### src/rtl/dht11_display_pkg.sv
// Shared types and constants for the DHT11 display driver:
// FSM state encoding, common-anode segment codes, word field positions
// and the shift-add-3 step used by the BCD engine.
package dht11_display_pkg;

  typedef enum logic [1:0] {
    ST_IDLE  = 2'd0,
    ST_LOAD  = 2'd1,
    ST_SHIFT = 2'd2,
    ST_DONE  = 2'd3
  } state_t;

  // Active-low segment codes {dp,g,f,e,d,c,b,a}, dp off
  localparam logic [7:0] SEG_0     = 8'hC0;
  localparam logic [7:0] SEG_1     = 8'hF9;
  localparam logic [7:0] SEG_2     = 8'hA4;
  localparam logic [7:0] SEG_3     = 8'hB0;
  localparam logic [7:0] SEG_4     = 8'h99;
  localparam logic [7:0] SEG_5     = 8'h92;
  localparam logic [7:0] SEG_6     = 8'h82;
  localparam logic [7:0] SEG_7     = 8'hF8;
  localparam logic [7:0] SEG_8     = 8'h80;
  localparam logic [7:0] SEG_9     = 8'h90;
  localparam logic [7:0] SEG_BLANK = 8'hFF;
  localparam logic [7:0] SEG_MINUS = 8'hBF;

  // Field positions inside the 32-bit reader word
  localparam int HUM_INT_LSB   = 24;
  localparam int HUM_DEC_LSB   = 16;
  localparam int TEMP_INT_LSB  = 8;
  localparam int TEMP_DEC_LSB  = 0;
  localparam int TEMP_SIGN_BIT = 7;

  // One double-dabble step: correct every nibble >= 5, then shift in bit_in
  function automatic logic [11:0] bcd_step(input logic [11:0] b, input logic bit_in);
    logic [11:0] a;
    a = b;
    for (int i = 0; i < 3; i++) begin
      if (b[i*4 +: 4] >= 4'd5) a[i*4 +: 4] = b[i*4 +: 4] + 4'd3;
    end
    return (a << 1) | {11'd0, bit_in};
  endfunction

endpackage

### src/rtl/seg7_encode.sv
// Combinational BCD digit to active-low 7-segment code, with blank,
// minus and decimal-point controls. Minus has priority over blank.
module seg7_encode
  import dht11_display_pkg::*;
(
  input  logic [3:0] bcd,
  input  logic       blank,
  input  logic       minus,
  input  logic       dp,
  output logic [7:0] seg
);

  logic [7:0] code;

  // Digit lookup, then override for minus/blank, then dp on bit 7
  always_comb begin
    case (bcd)
      4'd0:    code = SEG_0;
      4'd1:    code = SEG_1;
      4'd2:    code = SEG_2;
      4'd3:    code = SEG_3;
      4'd4:    code = SEG_4;
      4'd5:    code = SEG_5;
      4'd6:    code = SEG_6;
      4'd7:    code = SEG_7;
      4'd8:    code = SEG_8;
      4'd9:    code = SEG_9;
      default: code = SEG_BLANK;
    endcase
    if (minus)      code = SEG_MINUS;
    else if (blank) code = SEG_BLANK;
    seg = {code[7] & ~dp, code[6:0]};
  end

endmodule

### src/rtl/dht11_display_driver.sv
// DHT11 display driver: detects changes of the reader word, converts the
// clamped temperature/humidity integers to BCD with an 8-step shift-add-3
// engine, and scans a 4-digit common-anode display (temp on 3..2, hum on 1..0).
// Optional macro DHT11_DISPLAY_TEMP_SIGN_EN: show a minus on digit 3 when the
// temperature sign bit is set, with the magnitude clamped to 9.
//
// Handshake: there is no strobe. A conversion starts whenever the registered
// input differs from the shadow of the last converted word while idle; a change
// seen during a conversion sets a single pending flag that re-runs the
// conversion on the then-current input. busy covers LOAD/SHIFT/DONE and
// conv_done pulses for one cycle as the display registers take the new value.
module dht11_display_driver
  import dht11_display_pkg::*;
#(
  parameter int SCAN_DIV  = 50_000,
  parameter int CLAMP_MAX = 99
) (
  input  logic        clk,
  input  logic        rst_n,
  input  logic [31:0] data_valid,
  output logic [7:0]  seg,
  output logic [3:0]  dig_sel,
  output logic        busy,
  output logic        conv_done
);

`ifdef DHT11_DISPLAY_TEMP_SIGN_EN
  localparam logic SIGN_EN = 1'b1;
`else
  localparam logic SIGN_EN = 1'b0;
`endif

  localparam int         CW      = (SCAN_DIV > 1) ? $clog2(SCAN_DIV) : 1;
  localparam logic [CW-1:0] CNT_MAX = CW'(SCAN_DIV - 1);
  localparam logic [7:0] CLAMP_V = 8'(CLAMP_MAX);

  state_t        state;
  logic [31:0]   in_q;
  logic [31:0]   shadow;
  logic          pending;
  logic [2:0]    iter;
  logic [7:0]    hum_sr, temp_sr;
  logic [11:0]   hum_bcd, temp_bcd;
  logic [7:0]    disp_hum, disp_temp;
  logic          disp_neg;
  logic [CW-1:0] scan_cnt;
  logic [1:0]    idx;

  logic [7:0]    hum_clamp, temp_clamp;
  logic [3:0]    dig_bcd;
  logic          dig_blank, dig_minus, dig_dp;
  logic [7:0]    seg_code;

  assign busy = (state != ST_IDLE);

  // Input register; the only change detector is in_q versus shadow
  always_ff @(posedge clk or negedge rst_n) begin
    if (!rst_n) in_q <= 32'd0;
    else        in_q <= data_valid;
  end

  // Clamp integers before conversion; a negative temperature keeps one digit
  always_comb begin
    hum_clamp  = in_q[HUM_INT_LSB +: 8];
    temp_clamp = in_q[TEMP_INT_LSB +: 8];
    if (hum_clamp > CLAMP_V)  hum_clamp  = CLAMP_V;
    if (temp_clamp > CLAMP_V) temp_clamp = CLAMP_V;
    if (SIGN_EN && in_q[TEMP_SIGN_BIT] && (temp_clamp > 8'd9)) temp_clamp = 8'd9;
  end

  // Conversion FSM and BCD engine; display registers change only in DONE
  always_ff @(posedge clk or negedge rst_n) begin
    if (!rst_n) begin
      state     <= ST_IDLE;
      shadow    <= 32'd0;
      pending   <= 1'b0;
      iter      <= 3'd0;
      hum_sr    <= 8'd0;
      temp_sr   <= 8'd0;
      hum_bcd   <= 12'd0;
      temp_bcd  <= 12'd0;
      disp_hum  <= 8'd0;
      disp_temp <= 8'd0;
      disp_neg  <= 1'b0;
      conv_done <= 1'b0;
    end else begin
      conv_done <= 1'b0;
      case (state)
        ST_IDLE: begin
          if (in_q != shadow) state <= ST_LOAD;
        end
        ST_LOAD: begin
          shadow   <= in_q;
          hum_sr   <= hum_clamp;
          temp_sr  <= temp_clamp;
          hum_bcd  <= 12'd0;
          temp_bcd <= 12'd0;
          iter     <= 3'd0;
          state    <= ST_SHIFT;
        end
        ST_SHIFT: begin
          hum_bcd  <= bcd_step(hum_bcd, hum_sr[7]);
          temp_bcd <= bcd_step(temp_bcd, temp_sr[7]);
          hum_sr   <= hum_sr << 1;
          temp_sr  <= temp_sr << 1;
          iter     <= iter + 3'd1;
          if (in_q != shadow) pending <= 1'b1;
          if (iter == 3'd7)   state   <= ST_DONE;
        end
        ST_DONE: begin
          disp_hum  <= hum_bcd[7:0];
          disp_temp <= temp_bcd[7:0];
          disp_neg  <= SIGN_EN & shadow[TEMP_SIGN_BIT];
          conv_done <= 1'b1;
          if (pending) begin
            pending <= 1'b0;
            state   <= ST_LOAD;
          end else begin
            state   <= ST_IDLE;
          end
        end
        default: state <= ST_IDLE;
      endcase
    end
  end

  // Digit dwell counter and digit index
  always_ff @(posedge clk or negedge rst_n) begin
    if (!rst_n) begin
      scan_cnt <= '0;
      idx      <= 2'd0;
    end else if (scan_cnt == CNT_MAX) begin
      scan_cnt <= '0;
      idx      <= idx + 2'd1;
    end else begin
      scan_cnt <= scan_cnt + 1'b1;
    end
  end

  // Digit mux: pick the nibble and its blank/minus/dp controls for idx
  always_comb begin
    dig_bcd   = 4'd0;
    dig_blank = 1'b0;
    dig_minus = 1'b0;
    dig_dp    = 1'b0;
    case (idx)
      2'd0: dig_bcd = disp_hum[3:0];
      2'd1: begin
        dig_bcd   = disp_hum[7:4];
        dig_blank = (disp_hum[7:4] == 4'd0);
      end
      2'd2: begin
        dig_bcd = disp_temp[3:0];
        dig_dp  = 1'b1;
      end
      default: begin
        dig_bcd   = disp_temp[7:4];
        dig_blank = (disp_temp[7:4] == 4'd0);
        dig_minus = disp_neg;
      end
    endcase
  end

  seg7_encode u_seg7_encode (
    .bcd   (dig_bcd),
    .blank (dig_blank),
    .minus (dig_minus),
    .dp    (dig_dp),
    .seg   (seg_code)
  );

  // Register segments and digit enable together so they switch in one cycle
  always_ff @(posedge clk or negedge rst_n) begin
    if (!rst_n) begin
      seg     <= 8'hFF;
      dig_sel <= 4'hF;
    end else begin
      seg     <= seg_code;
      dig_sel <= ~(4'b0001 << idx);
    end
  end

endmodule

### config.mk
export PLATFORM = sky130hd
export DESIGN_NAME = dht11_display_driver
export DESIGN_NICKNAME = d
export VERILOG_FILES = /design/src/rtl/dht11_display_pkg.sv /design/src/rtl/seg7_encode.sv /design/src/rtl/dht11_display_driver.sv
export SDC_FILE = /design/constraint.sdc
export NUM_CORES = 1
export LEC_CHECK = 0
export CAP_MARGIN = 20
export CELL_PAD_IN_SITES_DETAIL_PLACEMENT = 0
export CELL_PAD_IN_SITES_GLOBAL_PLACEMENT = 1
export CORE_MARGIN = 4
export CORE_UTILIZATION = 43
export CTS_CLUSTER_DIAMETER = 120
export DETAILED_ROUTE_END_ITERATION = 16
export PLACE_DENSITY = 0.83
export SYNTH_ARGS = -nofsm -noshare
export SYNTH_HDL_FRONTEND = slang
export SYNTH_SLANG_ARGS = --single-unit
### constraint.sdc
create_clock -name clk -period 1.85 [get_ports clk]
set_input_delay 0.555 -clock clk [delete_from_list [all_inputs] [get_ports clk]]
set_output_delay 0.555 -clock clk [all_outputs]
set_load 0.01 [all_outputs]
# Word level (Yosys, flattened, before mapping)
# Memories as Yosys holds them, arrays and structs flattened.
# Cells that the tools add are included.
[totals] ff_bits=157 romBits=112 output_inout_bits=14 word_cells=92 memories=1
[op_classes] n_addsub=9 magnitude_cmp=8 n_eq_ne=11 shift=1 n_mux=31 bitwise=5 reduce_logical=10
[mem_list] memory="(name not given)" depth=16 word_bits=7 rd=1 rd_clocked_by_memory_dff=0 write_ports=0 line="seg7_encode.sv:17" text="case (bcd)"
[op_table] cell="$pmux W12 S2" n=2
[op_table] cell="$mux W4" n=8
[op_table] cell="$ne A32 B32 Y1" n=1
[op_table] cell="$pmux W8 S2" n=2
[op_table] cell="$ge A4 B3 Y1 const B" n=6
[op_table] cell="$mux W8" n=3
[op_table] cell="$or A12 B1 Y12" n=2
[op_table] cell="$add A16 B1 Y16 const B" n=1
[op_table] cell="$add A4 B2 Y4 const B" n=4
[op_table] cell="$eq A16 B16 Y1 const B" n=1
[op_table] cell="$gt A8 B7 Y1 const B" n=2
[op_table] cell="$mux W16" n=1
[op_table] cell="$mux W3" n=4
[op_table] cell="$pmux W4 S3" n=1
[op_table] cell="$logic_not A4 Y1" n=2
[op_table] cell="$pmux W2 S4" n=1
[op_table] cell="$add A3 B2 Y3 const B" n=2
[op_table] cell="$eq A2 B2 Y1 const B" n=3
[op_table] cell="$ne A2 B2 Y1 const B" n=3
[op_table] cell="$pmux W3 S2" n=1
[op_table] cell="$reduce_bool A2 Y1" n=3
[op_table] cell="$eq A2 B1 Y1 const B" n=2
[op_table] cell="$logic_not A2 Y1" n=2
[op_table] cell="$mux W1" n=4
[op_table] cell="other kinds (11)" n=14

# Longest topological paths before layout
[logic_depth] word_depth=5 ltp_mapped=9 depth_no_buf=9

# Hierarchy
# Synthesis repeated with hierarchy kept, for this count alone.
[hier_totals] hier_cells=541 hier_area_um2=6508.7
[modules_own_cells] module="dht11_display_driver" instances=1 cells_per_inst=510 area_each_um2=6273.5
[modules_own_cells] module="seg7_encode" instances=1 cells_per_inst=31 area_each_um2=235.2

# Worst setup path after synthesis
# No wires, ideal clock.
[synth_timing] path_type="register -> register" start="reg idx[0]" end="reg seg[4]" setup_time_ns=0.060 arrival_time_ns=1.832 required_ns=1.790 path_slack_ns=-0.042 path_stages_with_launch=10 path_buffers=0 path_cell_list="dfrtp_1 > inv_1 > ha_1 > a222oi_1 > mux2i_1 > inv_1 > ha_1 > and2_1 > o21ai_0 > a21o_1"
[synth_via] elab_chain_len=4
[synth_lines] element="from (decl)" line="dht11_display_driver.sv:47" text="logic [1:0] idx;"
[synth_lines] element="from (signal assigned)" line="dht11_display_driver.sv:134" text="idx <= idx + 2'd1;"
[synth_lines] element="$eq A2 B2 Y1 (tied with other cells)" line="dht11_display_driver.sv:146" text="case (idx)"
[synth_lines] element="$pmux W4 S3 / $reduce_or A2 Y1 (equally long branches)"
[synth_lines] element="$mem_v2 Z16 W7 / $pmux W1 S2 (equally long branches)"
[synth_lines] element="$mux W8 *" line="seg7_encode.sv:31" text="else if (blank) code = SEG_BLANK;"
[synth_lines] element="net seg_code[4]" line="dht11_display_driver.sv:52" text="logic [7:0] seg_code;"
[synth_lines] element="to (signal assigned)" line="dht11_display_driver.sv:178" text="seg <= seg_code;"
[synth_lines] element="to (decl)" line="dht11_display_driver.sv:21" text="output logic [7:0] seg,"
# Mark *: on every way through the listed nets, which the timed path passes. The rest lies on a longest branch.
# A chain may end at the register's enable or synchronous reset.

# Worst setup path after layout
[layout_timing] start="reg idx[1]" end="reg seg[4]"
# Same word-level chain as after synthesis.

==> flow_metrics.py <==
metrics = {
    "synthesis": {
        "yosysSeqAreaShare": 0.577,
        "yosysWarnings": 0,
        "muxShareOfSynthArea": 0.104,
        "synth_top_family_by_area": "multiplexers",
        "yosys.area_share.simple": 0.0917,
        "synthAdderAreaFrac": 0.0486,
        "netlist_top_cells_area": "dfrtp_1, mux2_2, xnor2_1, ha_1, dfstp_2",
        "mappedNetlistArea_um2": 6440,
        "synth_top_area_frac": 0.533,
        "synth-xor-area-share": 0.0735,
        "syn_inst": 539,
        "synth.distinct_cells": 43,
        "synth_top_area_cell": "dfrtp_1",
        "synth_seq_cells": 148,
        "synth_compound_area_frac": 0.0688,
        "synth_fp_nets": 598,
        "syn_area_per_cell_um2": 11.9,
    },
    "pwr": {
        "peakVddDrop_v": 0.000611,
        "powerDensity_nw_per_um2": 1070,
        "p_leak_uw": 0.00363,
    },
    "layout": {
        "fin_util": 0.559,
        "finalNonFillerCells": 831,
        "diodes": 0,
        "fin_area_um2": 8160,
        "fin_nets": 694,
        "nFillCells": 1145,
        "drive_above_1_share": 0.266,
        "area_growth_pct": 26.8,
    },
    "grt": {
        "first_global_vias": 4379,
        "globalRouteOverflowTotal": 0,
        "grt_pass1_wl_um": 20800,
        "grt_util_all_layers": 0.156,
        "grt_max_degree": 49,
        "antenna_found_initial": 0,
    },
    "sta": {
        "fin_crit_sh": 1.11,
        "rsz0062_at_grt": "yes",
        "hold_ws_ns": 0.0797,
        "slew_headroom": 0.525,
        "tightest_slew_ns": 0.713,
        "final.setup.tns_ns": -1.01,
        "hold_viol": 0,
        "final.min_clock_period_ns": 2.06,
        "slew_violations": 0,
        "fin_ws_ns": -0.210,
        "finClkSkew_ns": 0.0104,
        "fmax_mhz": 485,
        "setup_viol": 7,
    },
    "worst_setup_path": {
        "reg2reg_slack_ns": -0.21,
        "required_ns": 2.20,
        "crit_path_max_fanout": 5,
        "endpoint_kind": "flop",
        "worstPathArrival_ns": 2.41,
        "critPathKind": "reg2reg",
        "start_kind": "flop",
    },
    "floorplan": {
        "ioPinCount": 48,
        "die_w_um": 130,
        "rows": 44,
        "core_um2": 14600,
        "die_y_um": 130,
        "initial_utilization": 0.441,
        "die-area_um2": 17000,
    },
    "placement": {
        "dp_hpwl_um": 8450,
        "place.gp.congestion": 0.849,
        "place_area_um2": 7400,
        "place_inst": 790,
        "io_buffers": 47,
    },
    "clocking": {
        "htreeDepth": 4,
        "numClockSinks": 148,
        "cts_made_buffers": 17,
        "clockBufferDepth": 2,
        "insertion_delay_ns": 0.42,
        "cts_tree": "yes",
        "clk_pin_slew_ns": 0.06,
        "ctsRootBufferMaster": "clkbuf_16",
    },
    "detailed_routing": {
        "routed_wl_um": 12300,
        "drtAntennaViolNets": 0,
        "drcViolationCount": 0,
        "avgViaCountPerCell": 5.10,
        "num_vias": 4237,
        "dr.pass1.iters": 4,
        "routedWlPerCell_um": 14.8,
        "drt_iter0_drc": 239,
    },
    "flow_run": {
        "max-cap-violations": 0,
    },
    "hold_path": {
        "hold_class": "in2async",
    },
    "status": {
        "failed_checks": "setup timing",
        "status": "finished, violations left",
    },
}
-- report_power, final --
group	switching, µW	leakage [µW]	internal [µW]	total [µW]
Combinational	833	0.00160	883	1720
Sequential	255	0.00178	3660	3910
Clock	1360	0.000244	1750	3110
Total	2450	0.00363	6290	8740
-- kinds of logic after synthesis --
group / Yosys count
mux: 60
simple gates: 120
xor+xnor: 54
buf+inv: 60
flops: 148
compound gates: 72
fa+ha+maj: 25
-- synthesized netlist by cell type, drive strengths merged --
master / instances
dfrtp: 137
mux2: 52
xnor2: 44
inv: 41
nor2: 34
ha: 25
o21ai: 24
nand3: 23
nand2: 21
a31oi: 13
o22ai: 12
buf: 11
dfstp: 11
nand4: 11
xor2: 10
a21oi: 9
nor3: 9
clkbuf: 8
mux2i: 8
nand2b: 8
a222oi: 4
and3: 3
nor4: 3
a22oi: 2
o32ai: 2
or3: 2
a211oi: 1
a21o: 1
and2: 1
nand3b: 1
nor2b: 1
nor4b: 1
o21a: 1
o21bai: 1
o31ai: 1
o32a: 1
or2: 1
or4: 1
-- critical path, stage by stage (launching register included) --
cell and delay, ns:
dfrtp_1 0.43, inv_2 0.09, ha_4 0.18, a222oi_1 0.38, mux2i_2 0.19, inv_1 0.12, ha_2 0.19, and2_1 0.14
o21ai_1 0.09, a21o_1 0.18
-- repair_timing --
| action | in CTS | in global routing |
|---|---|---|
| hold buffers | 0 | 0 |
| endpoints found under the setup margin | 20 | 10 |
| pin swaps | 11 | 11 |
| cloned | 0 | 0 |
| resized for setup | 40 | 15 |
| buffers inserted | 6 | 4 |
-- final timing paths --
kind	startpoint	endpoint	depth (start not counted)
worst max-delay path	idx[1]	seg[4]	9
worst min-delay path	rst_n	shadow[21]	1
worst max register to register	idx[1]	seg[4]	9
worst min register to register	scan_cnt[0]	scan_cnt[0]	1
max in group asynchronous	rst_n	dig_sel[0]	2
min in group clk	scan_cnt[0]	scan_cnt[0]	1
-- cell type report --
cell class / instances / area (µm²) / share of cell area
inverters: 41 / 154 / 0.0189
clock inverters: 13 / 101 / 0.0124
well taps: 184 / 230 / 0.0282
repair buffers: 96 / 875 / 0.107
multi-input cells: 331 / 2640 / 0.324
clock buffers: 18 / 439 / 0.0538
flip-flops and latches: 148 / 3720 / 0.456
-- routing by layer --
| layer | GRT usage | share of wire |
|---|---|---|
| met1 | 0.193 | 0.44 |
| met3 | 0.0377 | 0.036 |
| met2 | 0.266 | 0.51 |
| met4 | 0.0569 | 0.015 |
| met5 | 0 | 0 |
-- through the flow --
stage                     worst slack (ns)  total power [µW]
after floorplan                   0.000136              4820
after global placement             -0.0625              5390
after detailed placement            -0.165              5470
after CTS                           -0.153              8720
after global routing                -0.253              9160
final                               -0.210              8740
-- sequential cells by signal (all words and copies together), names as in the netlist --
register / cells
seg: 7
iter: 3
scan_cnt: 16
in_q: 32
disp_temp: 8
idx: 2
temp_bcd: 8
shadow: 32
disp_hum: 8
temp_sr: 8
pending: 1
hum_sr: 8
hum_bcd: 8
dig_sel: 4
state: 2
conv_done: 1
-- placed cells by master, fill, tap and decap left out, drive strengths merged, types with 2 or more instances in the layout --
cell           count
xnor2             44
nor2              34
nor4               3
nand4             11
o21ai             24
dlygate4sd2       12
nand2             21
mux2              52
nand2b             8
nor3               9
o22ai             12
clkinvlp           7
a22oi              2
dfrtp            137
clkdlybuf4s50     32
buf               50
ha                25
dfstp             11
and3               3
nand3             23
clkinv             2
mux2i              8
clkbuf            19
o32ai              2
a31oi             13
or3                2
a222oi             4
inv               45
a21oi              9
xor2              10
Power figures use the tool's default switching activity.
==> edit: new RTL, same flow settings <==
Re-encode `state_t` (4 states) as one-hot, 4 bits wide.
--- a/src/rtl/dht11_display_pkg.sv
+++ b/src/rtl/dht11_display_pkg.sv
@@ -3,11 +3,11 @@
 // and the shift-add-3 step used by the BCD engine.
 package dht11_display_pkg;
 
-  typedef enum logic [1:0] {
-    ST_IDLE  = 2'd0,
-    ST_LOAD  = 2'd1,
-    ST_SHIFT = 2'd2,
-    ST_DONE  = 2'd3
+  typedef enum logic [3:0] {
+    ST_IDLE  = 4'b0001,
+    ST_LOAD  = 4'b0010,
+    ST_SHIFT = 4'b0100,
+    ST_DONE  = 4'b1000
   } state_t;
 
   // Active-low segment codes {dp,g,f,e,d,c,b,a}, dp off
Function: no difference found for any inputs over 10 cycles, from zero or initial values and one cycle with rst_n low; not proved beyond that.
==> edit against the unedited design <==
  * The run still ends with setup timing left
  * Synthesized area is 0.86% lower
  * Non-clock buffer count stayed put
  * Combinational power down 28%
  * Sequential cell count is 2 higher
  * Total power decreased by 1.1%
  * Wire length increased by 4.4%
  * Setup slack gained 25 ps
  * Final cell count is 4.6% higher
  * Final area hardly changed
  * Critical endpoint is now seg[3]
==> edit: results (changes against the unedited design) <==
[clocking]
cts-root-buf=clkbuf_16  ; unchanged
ctsHtreeMaxLevel=4  ; unchanged

[timing]
setup_ws_ps=-185  ; was -210 ps
slew_violations=0  ; unchanged
holdWs_ps=90.5  ; was 79.7 ps
tightest_slew_ps=495  ; was 713 ps
setup_viol=18  ; was 7
fin_worst_skew_ps=11.9  ; was 10.4 ps
finalSetupTns_ps=-982  ; was -1010 ps

[worst_setup_path]
cp.arrival_ps=2390  ; was 2410 ps
timing.rr.end=seg[3]  ; was seg[4]
cpMaxStageDelayCell=or4_1  ; was dfrtp_1
cpPeakStageDelay_ps=490  ; was 430 ps
reg2reg_depth=8  ; was 9

[synthesis]
yosysUniqueCellTypes=49  ; was 43
netlist_top_cells_area=dfrtp_1 54%, nand2_1 7.7%, xor2_1 5.8%  ; was dfrtp_1 53%, mux2_2 8.9%, xnor2_1 6.0%
syn_inst=581  ; was 539
yosys-top-cells-count=138 x dfrtp_1, 131 x nand2_1, 42 x xor2_1  ; was 137 x dfrtp_1, 51 x mux2_2, 44 x xnor2_1
yosysWarningCount=0  ; unchanged
yosysSeqAreaShare=0.590  ; was 0.577
synth_nets=634  ; was 598

[placed_design]
dp_hpwl_um=8770  ; was 8450 um
gp_congestion=0.826  ; was 0.849
dp.cells=833  ; was 790
post-place-ws_ps=-192  ; was -165 ps

[power_and_ir_drop]
p_int_uw=6570  ; was 6290 uW
p_leak_uw=0.00384  ; was 0.00363 uW
ir_worst_vdd_v=0.000608  ; was 0.000611 V

[status]
outcome=complete, but fails checks  ; unchanged
violations=setup timing  ; unchanged

[cells_and_area]
drive_above_1_share=0.207  ; was 0.266
final-instance-count-excl-fill=869  ; was 831
final_nets=727  ; was 694
antenna_cells=0  ; unchanged

[global_route]
grtUsageTotal=0.167  ; was 0.156
grt_max_degree=53  ; was 49
grt_pass1_vias=4748  ; was 4379
grt_pass1_wl_um=22200  ; was 20800 um

[detailed_routing]
drc=0  ; unchanged
firstDrtPassIters=5  ; was 4
viasPerCell=5.14  ; was 5.10
drt-initial-drc-count=276  ; was 239
wl_um=12900  ; was 12300 um

## edit: cell types whose count changed after synthesis, sizes merged, moves of 8 or more
cell,delta
nor2,-10
xor2,+32
nand3,-11
nand2,+111
xnor2,-32
a22o,+9
clkbuf,+10
mux2,-37
inv,-13
a31oi,-12
nor4,+8
## edit: critical path, delay by kind of cell (launching register included)
family                     cells  cell delay [ps]
AOI/OAI and AO/OA              2              350
and+or+nand+nor                3              740
buffers and inverters          2              310
adders and majority gates      1              170
DFF                            1              390
## edit: power groups by stage
stage	logic (uW)	clock network (uW)	registers, uW
2_1_floorplan	618	0	3870
3_3_place_gp	1070	0	3900
3_5_place_dp	1110	0	3910
4_1_cts	1210	3650	3850
5_1_grt	1380	3810	3890
6_report	1230	3560	3850
## edit: cells by family (layout without fill, tap and decap cells)
family,count (synthesis),count (layout),share of synthesized area
DFF,150,150,0.590
AOI/OAI and AO/OA,77,77,0.0867
adders and majority gates,19,19,0.0372
and+or+nand+nor,213,213,0.150
xor gates and xnor gates,54,54,0.0741
muxes,17,17,0.0296
buffers and inverters,51,155,0.0321
## edit: worst max path at each step
stage | startpoint | to | slack (ps) | depth (start not counted)
after floorplan | idx[1] | seg[0] | -120 | 7
after global placement | idx[1] | seg[0] | -110 | 7
after detailed placement | idx[0] | seg[3] | -190 | 8
after CTS | idx[1] | seg[3] | -170 | 7
after global routing | idx[1] | seg[3] | -260 | 8
final | idx[1] | seg[3] | -180 | 8
## edit: stage by stage
step	total power (uW)	utilization
2_1_floorplan	4490	-
3_3_place_gp	4970	0.509
3_5_place_dp	5030	0.509
4_1_cts	8710	0.558
5_1_grt	9070	0.562
6_report	8650	0.562
## edit: layout make-up
cell class / count / area [um2]
flip-flops and latches: 150 / 3770
fillers: 1227 / 6370
repair buffers: 96 / 875
well taps: 184 / 230
clock inverters: 9 / 151
inverters: 29 / 111
clock buffers: 21 / 460
multi-input cells: 380 / 2570
## edit: what timing repair did
item | 4_1_cts | 5_1_grt
gates resized for setup | 34 | 13
setup buffers | 5 | 3
hold buffers | 0 | 0
pin swaps | 8 | 4
setup endpoints to repair | 27 | 26
## edit: per-layer routing
metal | vias to the layer above | part of all wire | global-route usage
li1 | 2155 | - | -
met1 | 2215 | 0.42 | 0.196
met2 | 85 | 0.53 | 0.288
met3 | 11 | 0.035 | 0.0434
met4 | 0 | 0.013 | 0.0801
met5 | - | 0 | 0
